===== config.mk =====
export PLATFORM = sky130hd
export DESIGN_NAME = cpu_mem_arbiter
export DESIGN_NICKNAME = d
export VERILOG_FILES = /design/src/rtl/cpu_mem_arbiter.sv
export SDC_FILE = /design/constraint.sdc
export NUM_CORES = 1
export LEC_CHECK = 0
export ABC_AREA = 1
export CAP_MARGIN = 10
export CORE_AREA = 2 2 105 107
export DETAILED_ROUTE_END_ITERATION = 8
export DIE_AREA = 0 0 107 109
export PLACE_DENSITY = 0.71
export SLEW_MARGIN = 0
export SYNTH_ARGS = -nofsm -noshare
export SYNTH_HDL_FRONTEND = slang
export SYNTH_SLANG_ARGS = --single-unit

===== constraint.sdc =====
create_clock -name clk -period 2.63 [get_ports clk]
set_clock_uncertainty 0.15 [all_clocks]
set_input_delay 0.526 -clock clk [delete_from_list [all_inputs] [get_ports clk]]
set_output_delay 0.526 -clock clk [all_outputs]
set_load 0.02 [all_outputs]

===== src/rtl/cpu_mem_arbiter.sv =====
`default_nettype none
// ============================================================================
// Module   : cpu_mem_arbiter
// Purpose  : Round-robin arbiter sharing one fixed-latency synchronous memory
//            between the CPU instruction-fetch and load/store units.
// Revision : 1.0 - initial release
// ============================================================================
module cpu_mem_arbiter #(
    parameter int ADDR_W  = 32,
    parameter int DATA_W  = 32,
    parameter int MEM_LAT = 2
) (
    input  logic              clk,
    input  logic              reset,
    input  logic              if_req,
    input  logic [ADDR_W-1:0] if_addr,
    output logic              if_gnt,
    output logic              if_rvalid,
    output logic [DATA_W-1:0] if_rdata,
    input  logic              ls_req,
    input  logic              ls_we,
    input  logic [ADDR_W-1:0] ls_addr,
    input  logic [DATA_W-1:0] ls_wdata,
    output logic              ls_gnt,
    output logic              ls_rvalid,
    output logic [DATA_W-1:0] ls_rdata,
    output logic              mem_en,
    output logic              mem_we,
    output logic [ADDR_W-1:0] mem_addr,
    output logic [DATA_W-1:0] mem_wdata,
    input  logic [DATA_W-1:0] mem_rdata,
    output logic              busy
);

    typedef enum logic [1:0] {
        S_IDLE = 2'd0,
        S_WAIT = 2'd1,
        S_RESP = 2'd2
    } state_t;

    localparam logic [3:0] C_CNT_INIT = 4'(MEM_LAT - 1);

    state_t     r_state, w_state_nxt;
    logic [3:0] r_cnt, w_cnt_nxt;
    logic       r_owner_ls, w_owner_ls_nxt;
    logic       r_last_ls, w_last_ls_nxt;
    logic       r_ls_is_write, w_ls_is_write_nxt;
    logic       w_win_ls;

    // On conflict the unit that did not win last time gets the memory
    assign w_win_ls = (if_req & ls_req) ? ~r_last_ls : ls_req;

    always_ff @(posedge clk) begin
        if (reset) begin
            r_state       <= S_IDLE;
            r_cnt         <= 4'd0;
            r_owner_ls    <= 1'b0;
            r_last_ls     <= 1'b1;
            r_ls_is_write <= 1'b0;
        end else begin
            r_state       <= w_state_nxt;
            r_cnt         <= w_cnt_nxt;
            r_owner_ls    <= w_owner_ls_nxt;
            r_last_ls     <= w_last_ls_nxt;
            r_ls_is_write <= w_ls_is_write_nxt;
        end
    end

    always_comb begin
        w_state_nxt       = r_state;
        w_cnt_nxt         = r_cnt;
        w_owner_ls_nxt    = r_owner_ls;
        w_last_ls_nxt     = r_last_ls;
        w_ls_is_write_nxt = r_ls_is_write;
        if_gnt            = 1'b0;
        ls_gnt            = 1'b0;
        if_rvalid         = 1'b0;
        ls_rvalid         = 1'b0;
        if_rdata          = '0;
        ls_rdata          = '0;
        mem_en            = 1'b0;
        mem_we            = 1'b0;
        mem_addr          = '0;
        mem_wdata         = '0;
        busy              = 1'b0;

        // Reset masks every output, even when the state register still holds RESP
        if (!reset) begin
            case (r_state)
                S_IDLE: begin
                    if (if_req | ls_req) begin
                        mem_en            = 1'b1;
                        if_gnt            = ~w_win_ls;
                        ls_gnt            = w_win_ls;
                        mem_addr          = w_win_ls ? ls_addr : if_addr;
                        mem_we            = w_win_ls & ls_we;
                        mem_wdata         = (w_win_ls & ls_we) ? ls_wdata : '0;
                        w_owner_ls_nxt    = w_win_ls;
                        w_last_ls_nxt     = w_win_ls;
                        w_ls_is_write_nxt = w_win_ls & ls_we;
                        if (MEM_LAT == 1) begin
                            w_state_nxt = S_RESP;
                        end else begin
                            w_cnt_nxt   = C_CNT_INIT;
                            w_state_nxt = S_WAIT;
                        end
                    end
                end
                S_WAIT: begin
                    busy      = 1'b1;
                    w_cnt_nxt = r_cnt - 4'd1;
                    if (r_cnt == 4'd1) begin
                        w_state_nxt = S_RESP;
                    end
                end
                S_RESP: begin
                    busy        = 1'b1;
                    w_state_nxt = S_IDLE;
                    if (r_owner_ls) begin
                        ls_rvalid = 1'b1;
                        ls_rdata  = r_ls_is_write ? '0 : mem_rdata;
                    end else begin
                        if_rvalid = 1'b1;
                        if_rdata  = mem_rdata;
                    end
                end
                default: begin
                    w_state_nxt = S_IDLE;
                end
            endcase
        end
    end

endmodule
`default_nettype wire


==> metrics.txt <==
Post-Synth Adder-Cell Area 4.591%; Max-slew headroom ~83%; r2r endpoint r_ls_is_write; Ys Warns 0; grt total ovfl 0; Synth Area in Simple Gates 57.84%; HP Class reg -> reg; measured slew at the worst slew-check pin between 200 and 300 ps; gpl congestion approximately 0.95; ys async rst share 0%; cells along the critical path dlygate4sd2_1 -> a21oi_2 -> nand2_2 -> nor2_4 -> buf_6 -> buf_16 -> buf_8 -> buf_4 -> nand2_1 -> nand2_1 -> buf_4; first-pass GRT wire length ~14000 um; clock root cell clkbuf_8; chip width 107 um; largest family of logic cells by synthesized area simple AND/OR/NAND/NOR gates; share of cells above drive strength 1 16.77%; initial antenna violation count 0; Seq/Total Area, Yosys 11.02%; total power 1.792 mW; Worst setup SP type primary input; flops & latches, synth 9; max incr delay on CP approximately 260 ps; Starting Density 15.42%; xor/xnor share of the synthesized area 0%; Gate Count Post-Synth around 360; largest area contributor in the netlist nand2_1; hold_buf cts 0; outcome finished clean; CTS tree done; post-synthesis mux area share 0%; min-delay src r_ls_is_write; hpwl dp 7866 um; vias in the first global route approximately 2900; Synth Flop Type dfxtp_1; FF-to-FF Start r_state[0]; die area approximately 0.012 mm2; Clock Latency Late Sink 230 ps; Hold Vio Cnt, Final 0; gr usage total between 10% and 20%; CTS Buffer Depth 2; kind of critical path in -> out; First DRT Iteration DRCs ~160; final wirelength around 9700 um; final worst path period need around 2600 ps; CP required roughly 2000 ps; R2R depth 8; Synth cell types 17; num ports ~270; Post-synth EDFFs 0; die height roughly 110 um; Setup violations, final 0; Placed Instance Area roughly 0.0046 mm2; setup TNS 0 ps; Max IR drop VDD approximately 0.34 mV; area share of the largest cell type after synthesis around 28%; maxcap violations 0; Max H-tree Level 1; Reg clk slew, reported paths ~50 ps; Power Dens Cells about 410 mW/mm2; total CTS buffers 3; most common cell after layout, fill and taps aside clkdlybuf4s50_1; Pins Over Slew Limit 0; Leak Pwr ~2.7 nW; hold path cells 2; CP max FO 8; drt pass-1 iters 4; Synth-to-Final Area Change 170.2%; Port Buffer Count 267; CP Capture Type primary output; R2R setup slack approximately 1100 ps; highest-count cells in the layout ignoring fill and taps 133 x clkdlybuf4s50_1, 120 x nand2_1, 108 x nor2_1; core outline area between 0.01 and 0.015 mm2; RSZ-0062 raised after global routing false; Synth Area in Compound Gates about 2.4%; clock sink count 9; fin area roughly 0.0044 mm2; Slowest cell on crit path dlygate4sd2_1; Synth area leaders nand2_1 28%, nor2_1 25%, inv_1 19%; hold endpoint r_ls_is_write; syn nets approximately 500; Residual DRC 0; num rows 38; NumNets Final 784; largest net degree at the start of global routing 35; wire per inst 12.34 um; drt via density slightly below 4; Fmax achieved ~400 MHz; period utilization 97.50%; n_diodes 0; Crit path arrival time roughly 1900 ps; synthesized area roughly 0.0016 mm2; ANT nets after route 0; Via Count 3015; synthesized area per cell 4.517 um2
cell type report:
class | instances | area (um2)
inverters | 82 | 309.0
repair buffers | 294 | 2639
well taps | 140 | 175.2
clock buffers | 4 | 45.04
multi-input cells | 255 | 1070
flip-flops and latches | 9 | 180.2
fillers | 1121 | 6185
synthesized netlist by cell type (3+ instances only):
| cell | count |
|---|---|
| a21oi_1 | 5 |
| buf_2 | 9 |
| buf_4 | 4 |
| clkbuf_1 | 3 |
| dfxtp_1 | 9 |
| ha_1 | 6 |
| inv_1 | 81 |
| nand2_1 | 120 |
| nand2_2 | 3 |
| nand3_1 | 7 |
| nor2_1 | 109 |
worst max path at each step:
stage	slack [ps]	cells past startpoint	end	start
after global placement	-440	9	mem_addr[20]	if_req
final	70	11	mem_addr[20]	if_req
after CTS	-7	9	mem_wdata[9]	if_req
after detailed placement	-470	8	mem_addr[24]	reset
after global routing	0.005	8	ls_rdata[19]	r_state[0]
after floorplan	50	5	if_rdata[0]	reset
per-stage QoR:
step	std cells	worst slack, ps	util [%]	hold WS [ps]
after floorplan	362	52.56	-	299.0
after CTS	783	-6.914	44.11	331.0
after global placement	767	-440.2	43.05	319.4
after global routing	784	0.004885	41.67	345.9
after detailed placement	767	-469.8	43.05	320.5
final	784	65.85	41.67	332.2
flip-flops by register name, summed over array words and instances (netlist names):
name,cells
r_cnt,4
r_state,2
r_last_ls,1
r_ls_is_write,1
r_owner_ls,1
timing repair:
action	4_1_cts	5_1_grt
gates resized for setup	215	97
pin swaps	3	1
endpoints found under the hold margin	0	0
setup endpoints to repair	134	77
gates cloned	2	0
buffers inserted	10	1
critical path: cells and delay by family:
| kind | cells | cell delay, ps |
|---|---|---|
| buffers and inverters | 6 | 860 |
| AND/OR/NAND/NOR | 4 | 330 |
| AO/OA/AOI/OAI | 1 | 160 |
per-layer routing:
layer	part of all wire [%]	vias to the layer above	track usage, %	routed length [um]
met5	0	-	0	0
met4	1.7	0	4.082	164
met3	6.6	16	2.630	642
met2	54	108	29.34	5202
met1	38	1317	16.20	3668
li1	-	1574	-	-
power breakdown:
group          total, mW  internal [mW]  switching, mW
Clock              0.165          0.106         0.0589
Sequential         0.223          0.185         0.0379
Combinational       1.40          0.634          0.771
cell families after synthesis:
| group | count (synthesis) |
|---|---|
| and+or+nand+nor | 242 |
| buffers and inverters | 98 |
| AOI/OAI and AO/OA | 7 |
| DFF | 9 |
| adders and majority gates | 6 |
Power figures use the tool's default switching activity.
==> RTL edit 1, RTL diff (same settings) <==
Change the parameter `ADDR_W` from 32 to 36.
--- a/src/rtl/cpu_mem_arbiter.sv
+++ b/src/rtl/cpu_mem_arbiter.sv
@@ -6,7 +6,7 @@
 // Revision : 1.0 - initial release
 // ============================================================================
 module cpu_mem_arbiter #(
-    parameter int ADDR_W  = 32,
+    parameter int ADDR_W  = 36,
     parameter int DATA_W  = 32,
     parameter int MEM_LAT = 2
 ) (
Interface: changed (resized if_addr, ls_addr and mem_addr); port bits go from 268 to 280. No check against the original RTL was run, so the function may have changed too.
==> RTL edit 1 against the unedited design <==
Count of clock-buffer cells in the layout unchanged; critical path depth decreased by 1; clock power decreased by 3%; sequential share of layout area decreased by 0.48 points; sequential cell count unchanged; total power increased by 14%; setup slack got worse by 49 ps; wire length increased by 12%; design area increased by 13%; area after synthesis increased by 5.4%; highest routed layer unchanged.
==> RTL edit 1: results (changes against the unedited design) <==
metric	value	unit	change
vdd_drop_max	0.1911	mV	-45%
routed_via_density	3.976		+3.4%
wl_met3	1052	um	+64%
synth_adder_area_share	0.04354		-0.002365
detailed_place_hpwl	7873	um	about the same
dpl-instance-area	4771	sq um	+4.5%
synth_compound_area_frac	0.02250		-0.001222
port-buffer-count	279		+4.5%
sequential_fraction_of_the_synthesis_area	0.1045		-0.005677
power_report.internal_total	0.001091	W	+18%
gp_congestion	0.7850		-17%
synth.net_count	522		+4.2%
largest_net_degree_at_the_start_of_global_routing	33		-5.7%
run_status	finished clean		
layout.filler_cells	1044		-6.9%
grt_use_total	0.1593		+0.01044
synth.top_cells.by_area	sky130_fd_sc_hd__nand2_1 (27%), sky130_fd_sc_hd__nor2_1 (24%), sky130_fd_sc_hd__inv_1 (17%)		
wire_length_of_the_first_global_routing_pass	14780	um	+4.6%
wirelength	10810	um	+12%
max-slew-margin-rel	0.8347		+0.004678
fin_nets	826		+5.4%
max_freq	382.6	MHz	-1.9%
met2_length	5780	um	+11%
worst_ep_arrival_time	1940	ps	+50 ps
most_frequent_cells_after_synthesis	sky130_fd_sc_hd__nand2_1 (125), sky130_fd_sc_hd__nor2_1 (110), sky130_fd_sc_hd__inv_1 (80), sky130_fd_sc_hd__dfxtp_1 (9), sky130_fd_sc_hd__nand2_2 (9)		
h-tree-depth	1		unchanged
p_leak	2.817	nW	+6.3%
synth.lib_cells_used.distinct	20		+3
first_global_vias	3094		+7.9%
share_of_post_route_cells_with_drive_strength_above_1	0.2507		+0.08304
met1_length	3903	um	+6.4%
drtIter0Drc	131		-18%
## RTL edit 1: final timing paths
check                     start            end  slack, ps  depth (start not counted)
setup / recovery          reset  mem_wdata[24]         20                         10
hold reg to reg   r_ls_is_write  r_ls_is_write        330                          2
hold / removal    r_ls_is_write  r_ls_is_write        330                          2
setup reg to reg     r_state[1]  r_ls_is_write        990                          9
## RTL edit 1: logic make-up after synthesis
kind of cell	after synthesis
buffers and inverters	99
AO/OA/AOI/OAI	7
AND/OR/NAND/NOR	254
flip-flops	9
adder cells (fa/ha/maj)	6
## RTL edit 1: repair_timing
action	in CTS	in global routing
pin swaps	3	3
endpoints found under the setup margin	138	125
resized for setup	387	108
setup buffers	9	1
cloned	7	4
## RTL edit 1: power groups by stage
stage               sequential [W]  combinational, W  clock (W)
floorplan                 0.000215          0.000777          0
global placement          0.000220           0.00150          0
detailed placement        0.000223           0.00153          0
CTS                       0.000221           0.00162   0.000162
global route              0.000227           0.00180   0.000168
finish                    0.000223           0.00167   0.000160
## RTL edit 1: metal layers
metal,global-route usage,vias to the layer above
met3,0.03825,6
li1,-,1661
met1,0.1682,1415
met4,0.03061,0
met5,0,-
met2,0.3194,170
## RTL edit 1: worst max-delay path, cell delays in order
cell                            delay, ps
sky130_fd_sc_hd__dlygate4sd2_1        240
sky130_fd_sc_hd__buf_6                130
sky130_fd_sc_hd__buf_4                140
sky130_fd_sc_hd__nor2_4               110
sky130_fd_sc_hd__buf_4                120
sky130_fd_sc_hd__buf_6                100
sky130_fd_sc_hd__nand2_8              100
sky130_fd_sc_hd__buf_16               190
sky130_fd_sc_hd__nor2_1               110
sky130_fd_sc_hd__buf_4                160
## RTL edit 1: final cells by class
cell class / instances / area (sq um) / area share
timing repair buffer: 316 / 3052 / 0.6087
multi-input combinational: 267 / 1249 / 0.2491
inverter: 82 / 312.8 / 0.06239
sequential: 9 / 180.2 / 0.03594
tap: 140 / 175.2 / 0.03494
clock buffer: 4 / 45.04 / 0.008984
## RTL edit 1: through the flow
step	cells	worst slack [ps]
3_3_place_gp	794	-565.8
4_1_cts	814	23.41
6_report	818	16.37
2_1_floorplan	375	40.23
5_1_grt	818	-21.73
3_5_place_dp	794	-573.5
==> RTL edit 2, RTL diff (config.mk and constraints unchanged) <==
Made on the original files. Reset style: asynchronous (`reset`), changed in one clocked block.
--- a/src/rtl/cpu_mem_arbiter.sv
+++ b/src/rtl/cpu_mem_arbiter.sv
@@ -50,7 +50,7 @@
     // On conflict the unit that did not win last time gets the memory
     assign w_win_ls = (if_req & ls_req) ? ~r_last_ls : ls_req;
 
-    always_ff @(posedge clk) begin
+    always_ff @(posedge clk or posedge reset) begin
         if (reset) begin
             r_state       <= S_IDLE;
             r_cnt         <= 4'd0;
Check against the original RTL: same outputs for any inputs over 4 cycles, from zero or initial values and one cycle with reset high; that may be too few to reach the edited logic, so the function may still have changed.
==> RTL edit 2 against the unedited design <==
Setup slack gained 22 ps; total power grew 6.6%; synthesized cell count decreased by 2.5%; wire length is 7.1% lower; die area unchanged; design area up 3.5%; register-to-register slack lost 180 ps; maximum frequency up 0.87%; sequential power rose by 8%; largest power group unchanged; sequential cell count unchanged; hold slack gained 1.3 ps; area after synthesis rose by 7.8%.
==> RTL edit 2: results (changes against the unedited design) <==
metric	value	unit	change
cts_buffer_depth	2		unchanged
max-slew-margin-rel	0.7992		-0.03085
post_drt_wl_per_cell	11.63	um	-5.8%
grt_use_total	0.1367		-0.01215
numCtsBuffers	3		unchanged
maximum_fanout_along_the_worst_path	4		-4
wire_length_of_the_first_global_routing_pass	13020	um	-7.9%
worst_ep_arrival_time	1870	ps	-20 ps
worstSkewPairLatency	230	ps	about the same
vdd_drop_max	0.2118	mV	-38%
synth.net_count	492		-1.8%
most_frequent_cells_after_synthesis	sky130_fd_sc_hd__nand2_1 (114), sky130_fd_sc_hd__inv_1 (81), sky130_fd_sc_hd__nor2_1 (75), sky130_fd_sc_hd__nor2_2 (29)		
synth.lib_cells_used.distinct	22		+5
vias	3032		+0.56%
proportion_of_register_bits_with_asynchronous_set_or_reset_after_synthesis	1.000		+1.000
yosys_warning_count	0		unchanged
max_stage_delay	300	ps	+40 ps
ys_dominant_reg_cell	sky130_fd_sc_hd__dfrtp_1		
sequential_fraction_of_the_synthesis_area	0.1285		+0.01828
wirelength	8987	um	-7.1%
synth.top_cells.by_area	sky130_fd_sc_hd__nand2_1 (24%), sky130_fd_sc_hd__inv_1 (17%), sky130_fd_sc_hd__nor2_1 (16%)		
detailed_place_hpwl	7554	um	-4.0%
final.setup.tns	0	ps	unchanged
h-tree-depth	1		unchanged
largest_net_degree_at_the_start_of_global_routing	34		-2.9%
top_regs	r_cnt: 4 flops, r_state: 2 flops		
dp_cells	764		-0.39%
antenna_found_initial	0		unchanged
fin_nets	773		-1.4%
antenna_cells_inserted	0		unchanged
share_of_post_route_cells_with_drive_strength_above_1	0.1754		+0.007654
run_status	finished clean		
clk_pin_slew_worst_paths	40	ps	
first_global_vias	2870		+0.070%
drtIter0Drc	159		unchanged
port-buffer-count	267		unchanged
gp_congestion	0.7819		-17%
p_leak	2.680	nW	+1.1%
detail_route.first_pass.iterations	4		unchanged
detailedPlace.worstSlack	-420.8	ps	+49.08 ps
min_delay_path_class	reg2reg		
clk_root_buffer_cell	sky130_fd_sc_hd__clkbuf_8		
netlist_instances	353		-2.5%
worst_path_max_delay_cell	sky130_fd_sc_hd__clkdlybuf4s15_1		
==> RTL edit 2: cell count changes in the layout (fill, tap and decap cells not counted), moves of 6 or more <==
cell / change
sky130_fd_sc_hd__nor2_1: -33
sky130_fd_sc_hd__nor2_2: +28
sky130_fd_sc_hd__clkdlybuf4s15_1: +16
sky130_fd_sc_hd__clkbuf_2: -13
sky130_fd_sc_hd__dfxtp_1: -9
sky130_fd_sc_hd__dfrtp_1: +8
sky130_fd_sc_hd__dlygate4sd2_1: +7
sky130_fd_sc_hd__o21ai_0: +7
sky130_fd_sc_hd__nand2_1: -6
==> RTL edit 2: layer usage <==
metal,track usage,part of all wire,vias up
li1,-,-,1545
met1,0.1374,0.34,1324
met2,0.2857,0.55,157
met3,0.03048,0.11,6
met4,0.02412,0.0078,0
met5,0,0,-
==> RTL edit 2: tightest hold or removal path: stages, from the launching register on <==
cell and delay (ps):
sky130_fd_sc_hd__dfstp_2 370, sky130_fd_sc_hd__o21ai_0 60, sky130_fd_sc_hd__nand2_1 50
==> RTL edit 2: timing repair <==
item / in CTS / in global routing
resized for setup: 152 / 108
buffers inserted: 4 / 0
pin swaps: 2 / 0
endpoints found under the setup margin: 133 / 80
hold buffers: 0 / 0
cloned: 1 / 0
==> RTL edit 2: path summary, 6_finish.rpt <==
| kind | start | endpoint | slack, ps | depth (start not counted) |
|---|---|---|---|---|
| worst max-delay path | if_req | mem_addr[4] | 90 | 10 |
| worst min-delay path | r_last_ls | r_last_ls | 330 | 2 |
| worst max register to register | r_state[0] | r_cnt[0] | 910 | 9 |
| worst min register to register | r_last_ls | r_last_ls | 330 | 2 |
| max in group asynchronous | reset | r_last_ls | 1690 | 3 |
| min in group asynchronous | reset | r_cnt[1] | 400 | 3 |
==> RTL edit 2: logic make-up after synthesis <==
kind of cell | count (synthesis) | share of synthesized area
buf+inv | 97 | 0.2321
compound gates | 8 | 0.02271
xor+xnor | 1 | 0.004969
simple gates | 232 | 0.5692
flops | 9 | 0.1285
fa+ha+maj | 6 | 0.04258
==> RTL edit 2: cell type report <==
class                   count  area, sq um
clock buffers               4        45.04
fillers                  1091         6028
inverters                  82        307.8
multi-input cells         247         1135
flip-flops and latches      9        226.5
well taps                 140        175.2
repair buffers            291         2685
==> RTL edit 2: report_power, final <==
part,internal [W],switching [W],total (W)
Combinational,0.000682,0.000824,0.00151
Sequential,0.000205,0.0000364,0.000241
Clock,0.000106,0.0000576,0.000164
==> RTL edit 2: through the flow <==
stage / instance area, sq um / utilization
detailed placement: 4725 / 0.4456
global placement: 4725 / 0.4456
finish: 4574 / 0.4314
CTS: 4707 / 0.4439
global route: 4574 / 0.4314
floorplan: 1763 / -
